[config.mk]
export PLATFORM = sky130hd
export DESIGN_NAME = fp32_multiplication
export DESIGN_NICKNAME = d
export VERILOG_FILES = /design/src/rtl/fp32_multiplication.sv
export SDC_FILE = /design/constraint.sdc
export NUM_CORES = 2
export LEC_CHECK = 0
export BUFFER_PORTS_ARGS = -buffer_cell sky130_fd_sc_hd__buf_2
export CAP_MARGIN = 30
export CORE_ASPECT_RATIO = 1.25
export CORE_MARGIN = 2
export CORE_UTILIZATION = 55
export DETAILED_ROUTE_END_ITERATION = 8
export GPL_TIMING_DRIVEN = 0
export PLACE_DENSITY = 0.68
export SLEW_MARGIN = 25
export SYNTH_ARGS = -nofsm -noshare
export SYNTH_HDL_FRONTEND = slang
export SYNTH_SLANG_ARGS = --single-unit
[constraint.sdc]
create_clock -name clk -period 0.8 [get_ports clk]
set_input_delay 0.16 -clock clk [delete_from_list [all_inputs] [get_ports clk]]
set_output_delay 0.16 -clock clk [all_outputs]
set_load 0.05 [all_outputs]
[src/rtl/fp32_multiplication.sv]
// fp32_multiplication: IEEE-754 binary32 multiplier with a single registered
// output stage. Subnormal operands are flushed to signed zero, results that
// fall below the normal range flush to signed zero, and every NaN outcome is
// the canonical quiet NaN 32'h7FC0_0000. Rounding is round-to-nearest-even.
module fp32_multiplication (
    input  logic        clk,
    input  logic        rst_n,
    input  logic [31:0] inA,
    input  logic [31:0] inB,
    output logic [31:0] out
);

    localparam logic [31:0] QNAN = 32'h7FC0_0000;

    // Exponent field of zero: true zeros and subnormals (flushed).
    function automatic logic is_zero(input logic [31:0] x);
        return (x[30:23] == 8'h00);
    endfunction

    // All-ones exponent with empty fraction.
    function automatic logic is_inf(input logic [31:0] x);
        return (x[30:23] == 8'hFF) && (x[22:0] == 23'h000000);
    endfunction

    // All-ones exponent with any fraction payload.
    function automatic logic is_nan(input logic [31:0] x);
        return (x[30:23] == 8'hFF) && (x[22:0] != 23'h000000);
    endfunction

    logic               sign_s;
    logic [23:0]        sig_a_s;
    logic [23:0]        sig_b_s;
    logic [47:0]        prod_s;
    logic [47:0]        norm_s;
    logic signed [9:0]  exp_s;
    logic [23:0]        sig_keep_s;
    logic               guard_s;
    logic               round_s;
    logic               sticky_s;
    logic               round_up_s;
    logic [24:0]        sum_s;
    logic [22:0]        frac_s;
    logic signed [9:0]  exp_fin_s;
    logic [31:0]        result_s;

    // Datapath: significand product, normalization and round-to-nearest-even.
    always_comb begin
        sign_s     = inA[31] ^ inB[31];
        sig_a_s    = {1'b1, inA[22:0]};
        sig_b_s    = {1'b1, inB[22:0]};
        prod_s     = {24'h000000, sig_a_s} * {24'h000000, sig_b_s};
        norm_s     = prod_s;
        exp_s      = $signed({2'b00, inA[30:23]}) + $signed({2'b00, inB[30:23]}) - 10'sd127;
        frac_s     = 23'h000000;
        exp_fin_s  = 10'sd0;

        // Product of two [1,2) significands lies in [1,4); bit 47 marks [2,4).
        if (prod_s[47]) begin
            norm_s = prod_s;
            exp_s  = exp_s + 10'sd1;
        end else begin
            norm_s = {prod_s[46:0], 1'b0};
        end

        sig_keep_s = norm_s[47:24];
        guard_s    = norm_s[23];
        round_s    = norm_s[22];
        sticky_s   = |norm_s[21:0];
        round_up_s = guard_s & (round_s | sticky_s | sig_keep_s[0]);
        sum_s      = {1'b0, sig_keep_s} + {24'h000000, round_up_s};

        // A carry out of rounding leaves 1.000...; renormalize by one place.
        if (sum_s[24]) begin
            frac_s    = sum_s[23:1];
            exp_fin_s = exp_s + 10'sd1;
        end else begin
            frac_s    = sum_s[22:0];
            exp_fin_s = exp_s;
        end
    end

    // Result selection: special operands by priority, then range limits.
    always_comb begin
        result_s = 32'h0000_0000;
        if (is_nan(inA) || is_nan(inB)) begin
            result_s = QNAN;
        end else if ((is_zero(inA) && is_inf(inB)) || (is_inf(inA) && is_zero(inB))) begin
            result_s = QNAN;
        end else if (is_inf(inA) || is_inf(inB)) begin
            result_s = {sign_s, 8'hFF, 23'h000000};
        end else if (is_zero(inA) || is_zero(inB)) begin
            result_s = {sign_s, 31'h0000_0000};
        end else if (exp_fin_s >= 10'sd255) begin
            result_s = {sign_s, 8'hFF, 23'h000000};
        end else if (exp_fin_s <= 10'sd0) begin
            result_s = {sign_s, 31'h0000_0000};
        end else begin
            result_s = {sign_s, exp_fin_s[7:0], frac_s};
        end
    end

    // Output register; reset clears any pending product immediately.
    always_ff @(posedge clk or negedge rst_n) begin
        if (!rst_n) begin
            out <= 32'h0000_0000;
        end else begin
            out <= result_s;
        end
    end

endmodule

; ---- Yosys cells after proc, flatten, opt, wreduce, memory -nomap -nowiden
; Cells that the tools add are included.
; Widths: inputs -> output; s select.
[op_classes]
mul = 1
bitwise = 4
add_sub_neg = 5
n_mux = 10
reduce_logical = 17
order_cmp = 2
eq_ne = 2
[op_table]
columns = op, n
row1 = $mux 31, 4
row2 = $mux 32, 2
row3 = $mul 24x24->48, 1
row4 = $mux 48, 1
row5 = $logic_not 23->1, 2
row6 = $reduce_bool 23->1, 2
row7 = $add 24x1->25, 1
row8 = $mux 23, 1
row9 = $reduce_or 22->1, 1
row10 = $add 10x2->10 const B, 2
row11 = $mux 10, 2
row12 = $eq 8x8->1 const B, 2
row13 = $logic_not 8->1, 2
row14 = $ge 10x9->1 const B, 1
row15 = $le 10x1->1 const B, 1
row16 = $sub 9x7->10 const B, 1
row17 = $add 8x8->9, 1
row18 = $logic_and 1x1->1, 6
row19 = $logic_or 1x1->1, 4
row20 = $or 1x1->1, 2
row21 = $and 1x1->1, 1
row22 = $xor 1x1->1, 1
[totals]
out_inout_bits = 32
word_cells = 42
inputBits = 66
register_bits = 32

; ---- Depth between registers and ports, before layout
[depth]
ltp_word = 15
mapped_depth = 39
ltp_nobuf = 34

; ---- Worst setup path before layout
; OpenSTA, ideal clock, no wires.
[synth_path]
kind = input to register
from = input port inB[12]
to = register out[9]
t_arrival_ns = 9.637
setup_ns = 0.080
n_path_buf = 6
slack_ns = -8.917
path_stages = 38
cell_sequence = clkbuf_1 -> clkbuf_1 -> nand2_1 -> fa_1 -> inv_1 -> fa_1 -> inv_1 -> fa_1 -> inv_1 -> fa_1 -> fa_1 -> fa_1 -> inv_1 -> fa_1 -> inv_1 -> ha_1 -> buf_2 -> a21oi_1 -> [2 not listed] -> a31oi_4 -> o31a_4 -> nor2_1 -> clkbuf_1 -> clkbuf_1 -> nand2_1 -> a21oi_1 -> ha_1 -> nor3b_1 -> nand4_1 -> a2111o_1 -> nor4_4 -> nand3_4 -> or4_4 -> a21boi_4 -> nand4b_4 -> buf_6 -> nor3b_2
[synth_via]
elab_chain_len = 15
word_cells_on_any_way = 27
classes_between = add/sub: 2 / mul: 1 / order compare: 2 / mux: 10 / bitwise: 3 / reduce/logical: 9
[synth_lines]
columns = item, line
row1 = start: declaration, 9  ; input logic [31:0] inB,
row2 = $mul 24x24->48, 51  ; prod_s = {24'h000000, sig_a_s} * {24'h000000, sig_b_s};
row3 = $mux 48, 58  ; if (prod_s[47]) begin
row4 = $reduce_or 22->1, 68  ; sticky_s = |norm_s[21:0];
row5 = $or 1x1->1 (2 in a row), 69  ; round_up_s = guard_s & (round_s | sticky_s | sig_keep_s[0]);
row6 = $and 1x1->1, 69
row7 = $add 24x1->25, 70  ; sum_s = {1'b0, sig_keep_s} + {24'h000000, round_up_s};
row8 = $mux 10, 73  ; if (sum_s[24]) begin
row9 = $le 10x1->1, 95  ; end else if (exp_fin_s <= 10'sd0) begin
row10 = $mux 31, 95
row11 = $mux 31, 93  ; end else if (exp_fin_s >= 10'sd255) begin
row12 = $mux 31, 91  ; end else if (is_zero(inA) || is_zero(inB)) begin
row13 = $mux 31, 89  ; end else if (is_inf(inA) || is_inf(inB)) begin
row14 = $mux 32, 87  ; end else if ((is_zero(inA) && is_inf(inB)) || (is_inf(inA) && is_zero(inB))) begin
row15 = $mux 32 *, 85  ; if (is_nan(inA) || is_nan(inB)) begin
row16 = named net result_s[9], 44  ; logic [31:0] result_s;
row17 = end signal: assignment, 107  ; out <= result_s;
row18 = end: declaration, 10  ; output logic [31:0] out
; Mark *: on every way through the listed nets, which the timed path passes. The rest lies on a longest branch.

; ---- Worst setup path after layout
[layout_path]
from = input port inA[9]
to = register out[9]
[layout_via]
elab_chain_len = 15
word_cells_on_any_way = 27
classes_between = add/sub: 2 / mul: 1 / order compare: 2 / mux: 10 / bitwise: 3 / reduce/logical: 9
[layout_lines]
columns = item, line
row1 = start: declaration, 8  ; input logic [31:0] inA,
row2 = $mul 24x24->48, 51
row3 = $mux 48, 58
row4 = $reduce_or 22->1, 68
row5 = $or 1x1->1 (2 in a row), 69
row6 = $and 1x1->1, 69
row7 = $add 24x1->25, 70
row8 = $mux 10, 73
row9 = $le 10x1->1, 95
row10 = $mux 31, 95
row11 = $mux 31, 93
row12 = $mux 31, 91
row13 = $mux 31, 89
row14 = $mux 32, 87
row15 = $mux 32 *, 85
row16 = named net result_s[9], 44
; Marks and branches as above.

==> flow_summary_export.csv <==
group,metric,value,unit
clock_tree,clk_pin_slew,0.06,ns
clock_tree,cts_sinks,32,
setup_path,critPathArrivalTime,9.44,ns
placement,place_congestion,0.9890,
die,fp.coreArea,41830,µm²
synthesis,synth_top_family_by_area,"adder cells",
synthesis,synth-main-ff-cell,"dfrtp_1",
drt,num_vias,20927,
layout,drive_gt1_share,19.29,%
drt,drc,0,
synthesis,synthSimpleGateAreaFrac,20.34,%
drt,via_per_inst,5.841,
timing,rsz0062_at_grt,"true",
layout,max_flop_register,"out",
timing,setup_violations,64,
placement,dp.cells,3435,
layout,finalNonFillerCells,3583,
clock_tree,cts-root-buf,"clkbuf_16",
die,dieArea,43770,µm²
synthesis,synth_edf_count,0,
worst_hold_path,holdCritPathClass,"in2async",
outcome,violations,"negative hold slack, negative setup slack",
timing,period_share,1154,%
setup_path,critPathCaptureType,"flip-flop",
setup_path,crit_path_max_fanout,8,
layout,area_delta_synth_final,23.43,%
die,initial_core_util,55.35,%
timing,slew_viol_final,0,
placement,numPortBuffers,96,
synthesis,synth_compound_area_share,8.717,%
timing,layout_min_cycle_time,9.231,ns
drt,postRouteAntennaNets,0,
global_route,grt_util_all_layers,40.23,%
die,fp.dieH,233.4,µm
synthesis,ys_ff_latch,32,
die,die_x,187.5,µm
drt,wl,85.99,mm
drt,drt_iter0_drc,1584,
setup_path,slowest_stage,"fa_1",
setup_path,critPathRequiredTime,1.00,ns
timing,whs,-0.08787,ns
synthesis,synthMuxAreaShare,0.3621,%
synthesis,synth_cells,2779,
layout,fin_nets,3762,
drt,drtPass1Iterations,6,
timing,worstMarginPinSlew,0.8378,ns
synthesis,yosysWarnings,0,
layout,top_regs,"out (32)",
global_route,grt_max_degree,33,
clock_tree,cts_tree,"done",
setup_path,start_kind,"primary input",
setup_path,worstPathBufferInverterCount,12,
synthesis,synth_async_sr_flop_share,100.0,%
synthesis,synth_top_area_share,41.76,%
clock_tree,cts_inserted_buffers,5,
drt,wire_per_inst,24.00,µm
timing,hold_violations,32,
flow_run,drv_cap,0,
clock_tree,cts_max_level,2,
timing,fmax,0.1083,GHz
global_route,grt_pass1_vias,22494,
setup_path,cpLargestDelayFamily,"adder cells",
timing,slew-limit-headroom,43.55,%
global_route,grt_antenna_before_repair,2,
synthesis,synth-xor-area-share,2.799,%
timing,finalWorstSetupSlack,-8.431,ns
global_route,grt_pass1_wl,131.0,mm
synthesis,ys_seq_area_share,3.459,%
setup_path,worstSetupPathType,"in2reg",
synthesis,synth_top_cell_by_area,"fa_1",
synthesis,syn_nets,3519,
die,io_pins,98,
synthesis,synth-adder-area-share,52.08,%
placement,post-dp-hpwl,66.74,mm
clock_tree,cts_buffer_depth,2,
global_route,gr-total-overflow,0,
die,rows,84,
synthesis,synth_cell_types,90,
synthesis,avgSynthCellArea,8.332,µm²
outcome,status,"finished with violations",
synthesis,netlist_area,23150,µm²
layout,largest_reg_flops,32,
setup_path,max_stage_delay,0.58,ns
synthesis,synth_area_leaders,"fa_1, ha_1, inv_1",
setup_path,cpMostUsedCell,"fa_1",
==> Yosys cell counts (9+ instances only) <==
| cell type | instances |
|---|---|
| inv_1 | 608 |
| fa_1 | 483 |
| nand2_1 | 377 |
| and2_1 | 253 |
| ha_1 | 191 |
| nor2_1 | 138 |
| clkbuf_1 | 105 |
| a21oi_1 | 85 |
| o21ai_0 | 56 |
| xnor2_1 | 49 |
| nand3_1 | 39 |
| nand4_1 | 34 |
| dfrtp_1 | 32 |
| nor4_1 | 25 |
| xor2_1 | 25 |
| buf_2 | 21 |
| nor3_1 | 19 |
| o211ai_1 | 18 |
| a211oi_1 | 16 |
| a21o_1 | 16 |
| a31oi_1 | 15 |
| or3_1 | 11 |
| and4_1 | 10 |
| o21a_1 | 9 |
==> repair_timing <==
item | CTS | global route
pin swaps | 80 | 77
endpoints found under the setup margin | 64 | 64
buffers inserted | 113 | 23
resized for setup | 442 | 136
gates cloned | 5 | 5
endpoints found under the hold margin | 32 | 28
==> cells by family (layout without fill, tap and decap cells) <==
family                     count (synthesis)  count (layout)
buffers and inverters                    744             988
DFF                                       32              32
and+or+nand+nor                          948             948
xor gates and xnor gates                  74              74
muxes                                      8               8
AOI/OAI and AO/OA                        299             299
adders and majority gates                674             674
other                                      0               1
==> cell usage in the layout (no fill, tap or decap), types with 12 or more instances in the layout <==
cell,n
a211oi_1,15
a21o_1,16
a21oi_1,66
a31oi_1,15
and2_1,234
and2_4,19
buf_12,13
buf_2,29
buf_4,139
buf_6,76
buf_8,19
clkbuf_1,17
clkbuf_16,59
clkbuf_8,14
dfrtp_1,32
fa_1,448
fa_2,35
ha_1,178
ha_4,12
inv_1,578
inv_2,24
nand2_1,363
nand3_1,36
nand4_1,34
nor2_1,114
nor2_2,19
nor3_1,17
nor4_1,21
o211ai_1,18
o21ai_0,47
xnor2_1,47
xor2_1,24
==> metrics by stage <==
stage          utilization, %  setup TNS [ns]  area [µm²]  worst slack [ns]  hold slack (ns)
6_report                68.32         -265.45       28580            -8.431         -0.08787
3_5_place_dp            59.47         -311.41       24880            -10.14           0.2290
3_3_place_gp            59.44         -311.06       24860            -10.12           0.2146
5_1_grt                 68.32         -274.16       28580            -8.694         -0.01401
2_1_floorplan               -         -246.08       23680            -8.044          -0.1356
4_1_cts                 66.93         -265.09       28000            -8.421         -0.07404
==> routing by layer <==
metal	up-vias	part of all wire [%]	global-route usage (%)
met5	-	0.015	0
met1	10374	34	44.40
met2	1089	48	68.41
met3	442	7.3	6.731
met4	2	11	33.78
li1	9020	-	-
==> worst max path at each step <==
stage | from | end | slack (ns) | cells after the start
after global placement | inA[3] | out[9]$_DFF_PN0_ | -10.12 | 35
after CTS | inA[8] | out[9]$_DFF_PN0_ | -8.42 | 38
after detailed placement | inA[13] | out[9]$_DFF_PN0_ | -10.14 | 35
after floorplan | inA[10] | out[9]$_DFF_PN0_ | -8.04 | 36
final | inA[9] | out[9]$_DFF_PN0_ | -8.43 | 39
after global routing | inB[14] | out[9]$_DFF_PN0_ | -8.69 | 42
==> final cells by class <==
| type | count | area, µm² |
|---|---|---|
| multi-input cells | 2003 | 20310 |
| plain buffers | 129 | 2062 |
| repair buffers | 240 | 2220 |
| flip-flops and latches | 32 | 800.8 |
| inverters | 611 | 2340 |
| diodes | 1 | 2.502 |
| clock buffers | 6 | 138.9 |
| clock inverters | 2 | 10.01 |
| fillers | 3380 | 13250 |
| well taps | 559 | 699.4 |
Power is not shown: default switching activity piles up to over one toggle a cycle in this logic, so the estimate is an artifact.
